[src/rtl/session_lookup_filter.sv]
// session_lookup_filter: issues a lookup per header, holds metadata in order and joins it with the
// in-order lookup result; hits are forwarded with their connection ID, misses are dropped and counted.
module session_lookup_filter #(
  parameter int KEY_WIDTH      = 32,
  parameter int RESP_WIDTH     = 18,
  parameter int META_WIDTH     = 64,
  parameter int FIFO_DEPTH     = 8,
  parameter int LOOKUP_LATENCY = 2,
  parameter int CNT_WIDTH      = 32
) (
  input  logic                  clk,
  input  logic                  rst,
  input  logic                  s_hdr_valid,
  input  logic [KEY_WIDTH-1:0]  s_hdr_key,
  input  logic [META_WIDTH-1:0] s_hdr_meta,
  output logic                  s_hdr_ready,
  output logic                  lk_req_valid,
  output logic [KEY_WIDTH-1:0]  lk_req_key,
  input  logic                  lk_req_ready,
  input  logic                  lk_resp_valid,
  input  logic                  lk_resp_hit,
  input  logic [RESP_WIDTH-1:0] lk_resp_id,
  output logic                  m_pkt_valid,
  output logic [META_WIDTH-1:0] m_pkt_meta,
  output logic [RESP_WIDTH-1:0] m_pkt_conn_id,
  input  logic                  m_pkt_ready,
  input  logic                  clear_counters,
  output logic [CNT_WIDTH-1:0]  hit_count,
  output logic [CNT_WIDTH-1:0]  miss_count,
  output logic                  resp_err
);
  localparam int AW = $clog2(FIFO_DEPTH);
  localparam int CW = AW + 1;
  localparam int LW = $clog2(LOOKUP_LATENCY + 1);
  logic [META_WIDTH-1:0] meta_mem [FIFO_DEPTH];
  logic [RESP_WIDTH:0]   res_mem  [FIFO_DEPTH];
  logic [AW-1:0] meta_wr, meta_rd, res_wr, res_rd;
  logic [CW-1:0] meta_count, result_count;
  logic [LW-1:0] flush_cnt;
  logic flushing, credit_ok, accept, resp_push, resp_orphan, retire, head_hit;
  assign flushing    = flush_cnt != '0;
  assign credit_ok   = !rst && !flushing && (meta_count < CW'(FIFO_DEPTH));
  assign lk_req_valid = s_hdr_valid && credit_ok;
  assign lk_req_key  = s_hdr_key;
  assign s_hdr_ready = lk_req_ready && credit_ok;
  assign accept      = s_hdr_valid && s_hdr_ready;
  // A response with no unmatched metadata has nothing to join with and is dropped.
  assign resp_orphan = lk_resp_valid && !flushing && (result_count == meta_count);
  assign resp_push   = lk_resp_valid && !flushing && (result_count != meta_count);
  assign retire      = (meta_count != '0) && (result_count != '0) && (!m_pkt_valid || m_pkt_ready);
  assign head_hit    = res_mem[res_rd][RESP_WIDTH];
  always_ff @(posedge clk) begin
    if (accept) meta_mem[meta_wr] <= s_hdr_meta;
    if (resp_push) res_mem[res_wr] <= {lk_resp_hit, lk_resp_id};
  end
  always_ff @(posedge clk) begin
    if (rst) begin
      flush_cnt     <= LW'(LOOKUP_LATENCY);
      meta_wr       <= '0;
      meta_rd       <= '0;
      res_wr        <= '0;
      res_rd        <= '0;
      meta_count    <= '0;
      result_count  <= '0;
      m_pkt_valid   <= 1'b0;
      m_pkt_meta    <= '0;
      m_pkt_conn_id <= '0;
      hit_count     <= '0;
      miss_count    <= '0;
      resp_err      <= 1'b0;
    end else begin
      flush_cnt    <= flushing ? flush_cnt - 1'b1 : flush_cnt;
      meta_wr      <= accept ? meta_wr + 1'b1 : meta_wr;
      res_wr       <= resp_push ? res_wr + 1'b1 : res_wr;
      meta_rd      <= retire ? meta_rd + 1'b1 : meta_rd;
      res_rd       <= retire ? res_rd + 1'b1 : res_rd;
      meta_count   <= meta_count + CW'(accept) - CW'(retire);
      result_count <= result_count + CW'(resp_push) - CW'(retire);
      resp_err     <= resp_err || resp_orphan;
      if (retire && head_hit) begin
        m_pkt_valid   <= 1'b1;
        m_pkt_meta    <= meta_mem[meta_rd];
        m_pkt_conn_id <= res_mem[res_rd][RESP_WIDTH-1:0];
      end else if (m_pkt_ready) begin
        m_pkt_valid <= 1'b0;
      end
      hit_count  <= clear_counters ? '0 :
                    (retire && head_hit && !(&hit_count)) ? hit_count + 1'b1 : hit_count;
      miss_count <= clear_counters ? '0 :
                    (retire && !head_hit && !(&miss_count)) ? miss_count + 1'b1 : miss_count;
    end
  end
endmodule

[config.mk]
export PLATFORM = sky130hd
export DESIGN_NAME = session_lookup_filter
export DESIGN_NICKNAME = d
export VERILOG_FILES = /design/src/rtl/session_lookup_filter.sv
export SDC_FILE = /design/constraint.sdc
export NUM_CORES = 1
export LEC_CHECK = 0
export CORE_MARGIN = 1
export CORE_UTILIZATION = 30
export CTS_BUF_LIST = sky130_fd_sc_hd__clkbuf_8
export CTS_CLUSTER_DIAMETER = 40
export CTS_CLUSTER_SIZE = 24
export DETAILED_ROUTE_END_ITERATION = 7
export GPL_TIMING_DRIVEN = 0
export SYNTH_ARGS = -nofsm -noshare
export SYNTH_HDL_FRONTEND = slang
export SYNTH_SLANG_ARGS = --single-unit
[constraint.sdc]
create_clock -name clk -period 14.1 [get_ports clk]
set_input_delay 4.23 -clock clk [delete_from_list [all_inputs] [get_ports clk]]
set_output_delay 4.23 -clock clk [all_outputs]
set_load 0.01 [all_outputs]
==> results of run 1 <==
-- sequential cells by signal (all words and copies together) (netlist names), named ones only --
name,count
meta_mem,512
m_pkt_conn_id,18
result_count,4
res_mem,152
hit_count,32
res_wr,3
m_pkt_meta,64
meta_wr,3
meta_rd,3
meta_count,4
res_rd,3
miss_count,32
flush_cnt,2
resp_err,1
m_pkt_valid,1
-- layer usage --
layer	vias up	wire, microns
met4	14	1660
met3	139	5130
met5	-	84
met1	9257	34700
met2	561	42100
li1	8110	-
-- logic make-up (layout without fill, tap and decap cells) --
logic type                 after synthesis  after routing  synth area share [%]
DFF                                    837            837                  71.2
and+or+nand+nor                        372            372                  5.52
muxes                                  263            263                  14.3
buffers and inverters                  151            724                  2.75
AOI/OAI and AO/OA                      109            109                  3.61
xor gates and xnor gates                70             70                  1.86
adders and majority gates               19             19                 0.768
other                                    0              1                     0
-- path summary, 6_finish.rpt --
check / start / to / depth (start not counted)
hold reg to reg: miss_count[21] / miss_count[21] / 2
setup reg to reg: flush_cnt[0] / meta_mem[2][25] / 13
setup / recovery: rst / s_hdr_ready / 4
hold / removal: miss_count[21] / miss_count[21] / 2
-- cell type report --
class / instances / area (sq um)
multi-input combinational: 833 / 8660
antenna: 1 / 2.50
clock inverter: 102 / 1080
tap: 1414 / 1770
sequential: 837 / 23400
buffer: 131 / 830
timing repair buffer: 355 / 3670
clock buffer: 116 / 1600
inverter: 20 / 75.1
fill: 10000 / 67600
-- power groups by stage --
| stage | logic [W] | registers [W] | clock network, W |
|---|---|---|---|
| after floorplan | 0.00111 | 0.00299 | 0 |
| after global placement | 0.00184 | 0.00297 | 0 |
| after detailed placement | 0.00187 | 0.00297 | 0 |
| after CTS | 0.00188 | 0.00292 | 0.00220 |
| after global routing | 0.00198 | 0.00294 | 0.00229 |
| final | 0.00182 | 0.00292 | 0.00213 |
-- through the flow --
stage                     worst slack (ns)  hold slack (ns)  power [W]  instances
after floorplan                       1.57            0.476    0.00411       1821
after global placement               -7.26            0.492    0.00482       3506
after detailed placement              3.82            0.482    0.00485       3590
after CTS                             3.81            0.492    0.00700       3808
after global routing                  3.69            0.549    0.00720       3808
final                                 3.83            0.501    0.00686       3809
-- tightest hold or removal path, stage by stage, from the launching register on --
cell and delay (ns):
sky130_fd_sc_hd__dfxtp_1 0.33, sky130_fd_sc_hd__nand2_1 0.06, sky130_fd_sc_hd__o21ai_0 0.06
-- cells in the final DEF (no fill, tap or decap), types with 24 or more instances in the layout --
master | Yosys | final
sky130_fd_sc_hd__buf_6 | 10 | 54
sky130_fd_sc_hd__xnor2_1 | 43 | 43
sky130_fd_sc_hd__nand2_1 | 48 | 48
sky130_fd_sc_hd__xor2_1 | 27 | 27
sky130_fd_sc_hd__clkbuf_1 | 51 | 50
sky130_fd_sc_hd__dfxtp_1 | 173 | 173
sky130_fd_sc_hd__a211oi_2 | 80 | 80
sky130_fd_sc_hd__nand3_1 | 25 | 25
sky130_fd_sc_hd__clkbuf_8 | 0 | 116
sky130_fd_sc_hd__mux4_2 | 166 | 166
sky130_fd_sc_hd__nor2_1 | 170 | 167
sky130_fd_sc_hd__inv_1 | 20 | 24
sky130_fd_sc_hd__mux2i_1 | 93 | 93
sky130_fd_sc_hd__edfxtp_1 | 664 | 664
sky130_fd_sc_hd__clkdlybuf4s50_1 | 0 | 271
sky130_fd_sc_hd__nor3_1 | 33 | 28
sky130_fd_sc_hd__buf_4 | 33 | 60
==> run_results.csv, run 1 <==
group,metric,value,unit
run_status,run_status,"complete, no violations",
setup_path,cpPeakStageDelay,0.59,ns
setup_path,setup.worst_path.end_class,"primary output",
clocking,maximum_count_of_clock_buffers_along_a_single_path,3,
pwr,power.static_leakage,12.9,nW
clocking,ctsRootBufferMaster,"sky130_fd_sc_hd__clkbuf_8",
setup_path,path_max_fanout,10,
pwr,powerDensity,167,nW/um^2
timing,slew_violations,0,
timing,period_utilization,72.9,%
yosys,yosys_warnings,0,
global_routing,global_route.usage.met2,26.0,%
clocking,post_cts.repair.setup_buffers,0,
route,vias,18100,
run,drv_cap,0,
floorplan,die-width,333,microns
yosys,yosys.cell_count.top_type,"sky130_fd_sc_hd__edfxtp_1",
placed_design,port-buffer-count,271,
floorplan,starting_utilization_of_the_core_area,30.3,%
global_routing,gr-usage-all-layers,15.0,%
clocking,sink_count_of_the_clock_tree,837,
setup_path,timing.critical_path.arrival,6.04,ns
floorplan,dieArea,111000,sq um
floorplan,floorplan.die.height,333,microns
setup_path,critPathMostFrequentCell,"sky130_fd_sc_hd__clkdlybuf4s50_1",
global_routing,gr-total-overflow,0,
yosys,synth_seq_cells,837,
clocking,htree_levels,3,
yosys,synth_edf_count,664,
yosys,synth_top_area_share,60.6,%
route,drcViolationCount,0,
setup_path,slowest_stage_cell_cp,"sky130_fd_sc_hd__clkdlybuf4s50_1",
cells_and_area,design_area,41100,sq um
setup_path,worst_path_required_time,9.87,ns
setup_path,chain_of_cells_forming_the_critical_path,"clkdlybuf4s50_1 -> clkbuf_1 -> nor4bb_1 -> clkdlybuf4s50_1",
yosys,synth_area_leaders,"sky130_fd_sc_hd__edfxtp_1, sky130_fd_sc_hd__mux4_2, sky130_fd_sc_hd__dfxtp_1",
clocking,numCtsBuffers,114,
floorplan,pin_count,304,
setup_path,path_delay_family,"buffers and inverters",
route,wirelength,83.6,mm
setup_path,setup.worst_path.start_class,"input port",
cells_and_area,drive_above_1_share,26.9,%
floorplan,floorplan_core_area,109000,sq um
clocking,cts_hold_repair.buffers,0,
global_routing,grt_first_pass_wirelength,123,mm
yosys,asyncSetResetFlopFracSynth,0,%
pwr,ir_worst_vdd,0.128,mV
global_routing,groute.layer.met1.usage,18.6,%
global_routing,grt_max_degree,19,
yosys,ys.flop_type,"sky130_fd_sc_hd__edfxtp_1",
route,drt_iter0_drc,1319,
pwr,sequentialPowerShare,42.5,%
route,antenna_left,0,
timing,hold_viol_final,0,
timing,period_needed,10.27,ns
yosys,mappedNetlistNets,1962,
yosys,synthDominantAreaCellType,"sky130_fd_sc_hd__edfxtp_1",
yosys,mappedNetlistArea,32900,sq um
timing,max_slew.worst_pin.slew,1.20,ns
pwr,power.share.combinational,26.5,%
yosys,seq_area_frac_synth,71.2,%
pwr,power.switching,0.00214,W
yosys,yosysUniqueCellTypes,57,
yosys,syn_inst,1821,
global_routing,grt_util_met3,3.68,%
clocking,clock_pin_slew_worst_setup_and_hold_paths,0.07,ns
setup_path,worst-path-buf-inv,3,
placed_design,dp_hpwl,58.0,mm
timing,unrepaired_setup_endpoints_after_global_routing,"false",
timing,relSlewSlack,20.0,%
min_path,class_of_the_tightest_hold_or_removal_check,"reg -> reg",
setup_path,setup.reg_to_reg.worst_slack,10.09,ns
placed_design,routabilityCongestion,0.770,
clocking,ctsResizeCount,0,
timing,setup_viol,0,
global_routing,number_of_antenna_violations_at_the_first_check_in_global_routing,10,
cells_and_area,utilization,37.8,%
route,route.detailed.vias_per_inst,4.75,
yosys,synthesis.area_per_instance,18.1,sq um
route,average_detailed_routed_wire_length_per_instance,21.9,microns
global_routing,grt_pass1_vias,19000,
timing,setup-tns-final,0,ns
clocking,tritoncts,"built",
yosys,synth.top_cells.by_count,"sky130_fd_sc_hd__edfxtp_1, sky130_fd_sc_hd__dfxtp_1, sky130_fd_sc_hd__nor2_1",
placed_design,dpl_cell_area,38400,sq um
global_routing,globalRoute.busiestLayer,"met2",
pwr,sw_frac_of_total,31.2,%
pwr,clkPwrFrac,31.0,%
cells_and_area,syn2layout_area_growth,24.9,%
setup_path,setup.worst_path.class,"in -> out",
cells_and_area,nets,2433,
timing,timing.fmax,0.0973,GHz
floorplan,rows,121,
timing,fin_worst_skew,0.0458,ns
pwr,power.internal,0.00472,W
clocking,insertion_delay,0.78,ns
route,initial_drt_pass_iterations,5,
(Power assumes the default switching activity.)
==> run 2, diff against run 1 <==
==> constraint.sdc (replaced) <==
create_clock -name clk -period 9.24 [get_ports clk]
set_input_delay 2.772 -clock clk [delete_from_list [all_inputs] [get_ports clk]]
set_output_delay 2.772 -clock clk [all_outputs]
set_load 0.01 [all_outputs]
==> run_results.csv, run 2 (synthesis results as in run 1) <==
group,metric,value,unit
timing,relSlewSlack,19.2,%
cells_and_area,largest_reg_flops,512,
clocking,sink_count_of_the_clock_tree,837,
cells_and_area,largest-register,"meta_mem",
cells_and_area,leading_cell_types_in_the_layout_fill_and_taps_excluded,"sky130_fd_sc_hd__edfxtp_1, sky130_fd_sc_hd__clkdlybuf4s50_1, sky130_fd_sc_hd__dfxtp_1",
cells_and_area,multi_input_comb_area,8680,sq um
placed_design,port-buffer-count,271,
floorplan,rows,121,
setup_path,setup.reg_to_reg.worst_slack,5.85,ns
pwr,power_total,0.0105,W
route,wirelength,82.8,mm
floorplan,starting_utilization_of_the_core_area,30.3,%
timing,max_slew.worst_pin.slew,1.21,ns
timing,slew_violations,0,
timing,setup-tns-final,0,ns
pwr,powerDensity,255,nW/um^2
timing,unrepaired_setup_endpoints_after_global_routing,"false",
global_routing,grt_max_degree,20,
global_routing,gr-usage-all-layers,14.8,%
route,initial_drt_pass_iterations,5,
global_routing,grt_first_pass_wirelength,122,mm
pwr,ir_worst_vdd,0.189,mV
pwr,power.static_leakage,12.9,nW
setup_path,path_max_fanout,10,
cells_and_area,design_area,41100,sq um
clocking,tritoncts,"built",
placed_design,routabilityCongestion,0.772,
cells_and_area,syn2layout_area_growth,25.1,%
clocking,ctsRootBufferMaster,"sky130_fd_sc_hd__clkbuf_8",
route,average_detailed_routed_wire_length_per_instance,21.8,microns
floorplan,die-width,333,microns
timing,fin_worst_skew,0.0772,ns
placed_design,dpl_cell_area,38400,sq um
cells_and_area,drive_above_1_share,26.5,%
cells_and_area,largestRegisters,"meta_mem (512), res_mem (152), m_pkt_meta (64)",
route,drt_iter0_drc,1284,
min_path,worstHoldStart,"miss_count[21]",
clocking,clock_pin_slew_worst_setup_and_hold_paths,0.07,ns
cells_and_area,final_common_cell,"sky130_fd_sc_hd__edfxtp_1",
clocking,ctsResizeCount,0,
placed_design,dp_hpwl,57.2,mm
cells_and_area,fillers,9950,
clocking,cts_hold_repair.buffers,0,
clocking,htree_levels,3,
timing,period_needed,7.36,ns
timing,timing.fmax,0.136,GHz
setup_path,setup.worst_path.start_class,"input port",
floorplan,dieArea,111000,sq um
cells_and_area,nets,2422,
setup_path,worst_path_required_time,6.47,ns
floorplan,floorplan.die.height,333,microns
timing,setup_viol,0,
clocking,maximum_count_of_clock_buffers_along_a_single_path,3,
run_status,run_status,"complete, no violations",
route,route.detailed.vias_per_inst,4.76,
global_routing,gr-total-overflow,0,
floorplan,floorplan_core_area,109000,sq um
clocking,numCtsBuffers,114,
min_path,class_of_the_tightest_hold_or_removal_check,"reg -> reg",
route,drcViolationCount,0,
timing,period_utilization,79.7,%
run,drv_cap,0,
global_routing,grt_pass1_vias,19000,
cells_and_area,ff_latch_area,23400,sq um
setup_path,setup.worst_path.end_class,"primary output",
route,vias,18100,
route,antenna_left,0,
clocking,post_cts.repair.setup_buffers,0,
clocking,insertion_delay,0.79,ns
floorplan,pin_count,304,
timing,hold_viol_final,0,
global_routing,number_of_antenna_violations_at_the_first_check_in_global_routing,12,
setup_path,timing.critical_path.arrival,4.59,ns
setup_path,setup.worst_path.class,"in -> out",
setup_path,reg2reg_from,"flush_cnt[0]",
setup_path,critPathLaunch,"rst",
-- run 2: layout make-up --
type	count	area share, %
Multi-Input combinational cell	833	21.1
Sequential cell	837	56.9
Clock buffer	121	4.05
Tap cell	1414	4.30
Timing Repair Buffer	344	8.90
Inverter	20	0.182
Antenna cell	2	0.0122
Clock inverter	95	2.56
Buffer	131	2.02
-- run 2: path summary, 6_finish.rpt --
check                         end  depth (start not counted)
setup / recovery      s_hdr_ready                          4
hold / removal     miss_count[21]                          2
setup reg to reg  meta_mem[5][28]                         10
hold reg to reg    miss_count[21]                          2
-- run 2: per-layer routing --
layer / track usage, % / part of all wire, % / vias up
li1: - / - / 8069
met1: 18.4 / 41 / 9275
met2: 25.6 / 50 / 565
met3: 3.75 / 6.2 / 153
met4: 4.04 / 2.3 / 16
met5: 0 / 0.13 / -
-- run 2: critical path, cell delays in order --
cell and delay (ns):
sky130_fd_sc_hd__clkdlybuf4s50_1 0.54, sky130_fd_sc_hd__clkbuf_1 0.31, sky130_fd_sc_hd__nor4bb_1 0.36, sky130_fd_sc_hd__clkdlybuf4s50_1 0.60
-- run 2: power by group --
group	internal [W]	switching [W]
Sequential	0.00429	0.000153
Combinational	0.00130	0.00149
Clock	0.00164	0.00164
Total	0.00723	0.00328
-- run 2: metrics by stage --
step / hold WS [ns] / instances / utilization, % / worst slack, ns
2_1_floorplan: 0.476 / 1821 / - / 0.144
3_3_place_gp: 0.459 / 3506 / 34.4 / -6.22
3_5_place_dp: 0.491 / 3579 / 35.3 / 1.84
4_1_cts: 0.500 / 3795 / 37.8 / 1.84
5_1_grt: 0.530 / 3795 / 37.8 / 1.79
6_report: 0.496 / 3797 / 37.9 / 1.88
==> run 3, diff against run 2 <==
==> constraint.sdc (replaced) <==
create_clock -name clk -period 7.1 [get_ports clk]
set_input_delay 2.13 -clock clk [delete_from_list [all_inputs] [get_ports clk]]
set_output_delay 2.13 -clock clk [all_outputs]
set_load 0.01 [all_outputs]
==> results of run 3 <==
The final DEF is identical to that of run 2. Status: complete, no violations.
Main changes from that run: setup slack after placement 1.84 ns -> 0.985 ns; setup slack after layout 1.88 ns -> 1.02 ns; register-to-register setup slack 5.85 ns -> 3.71 ns; total power 0.0105 W -> 0.0137 W; worst IR drop on VDD 0.189 mV -> 0.246 mV
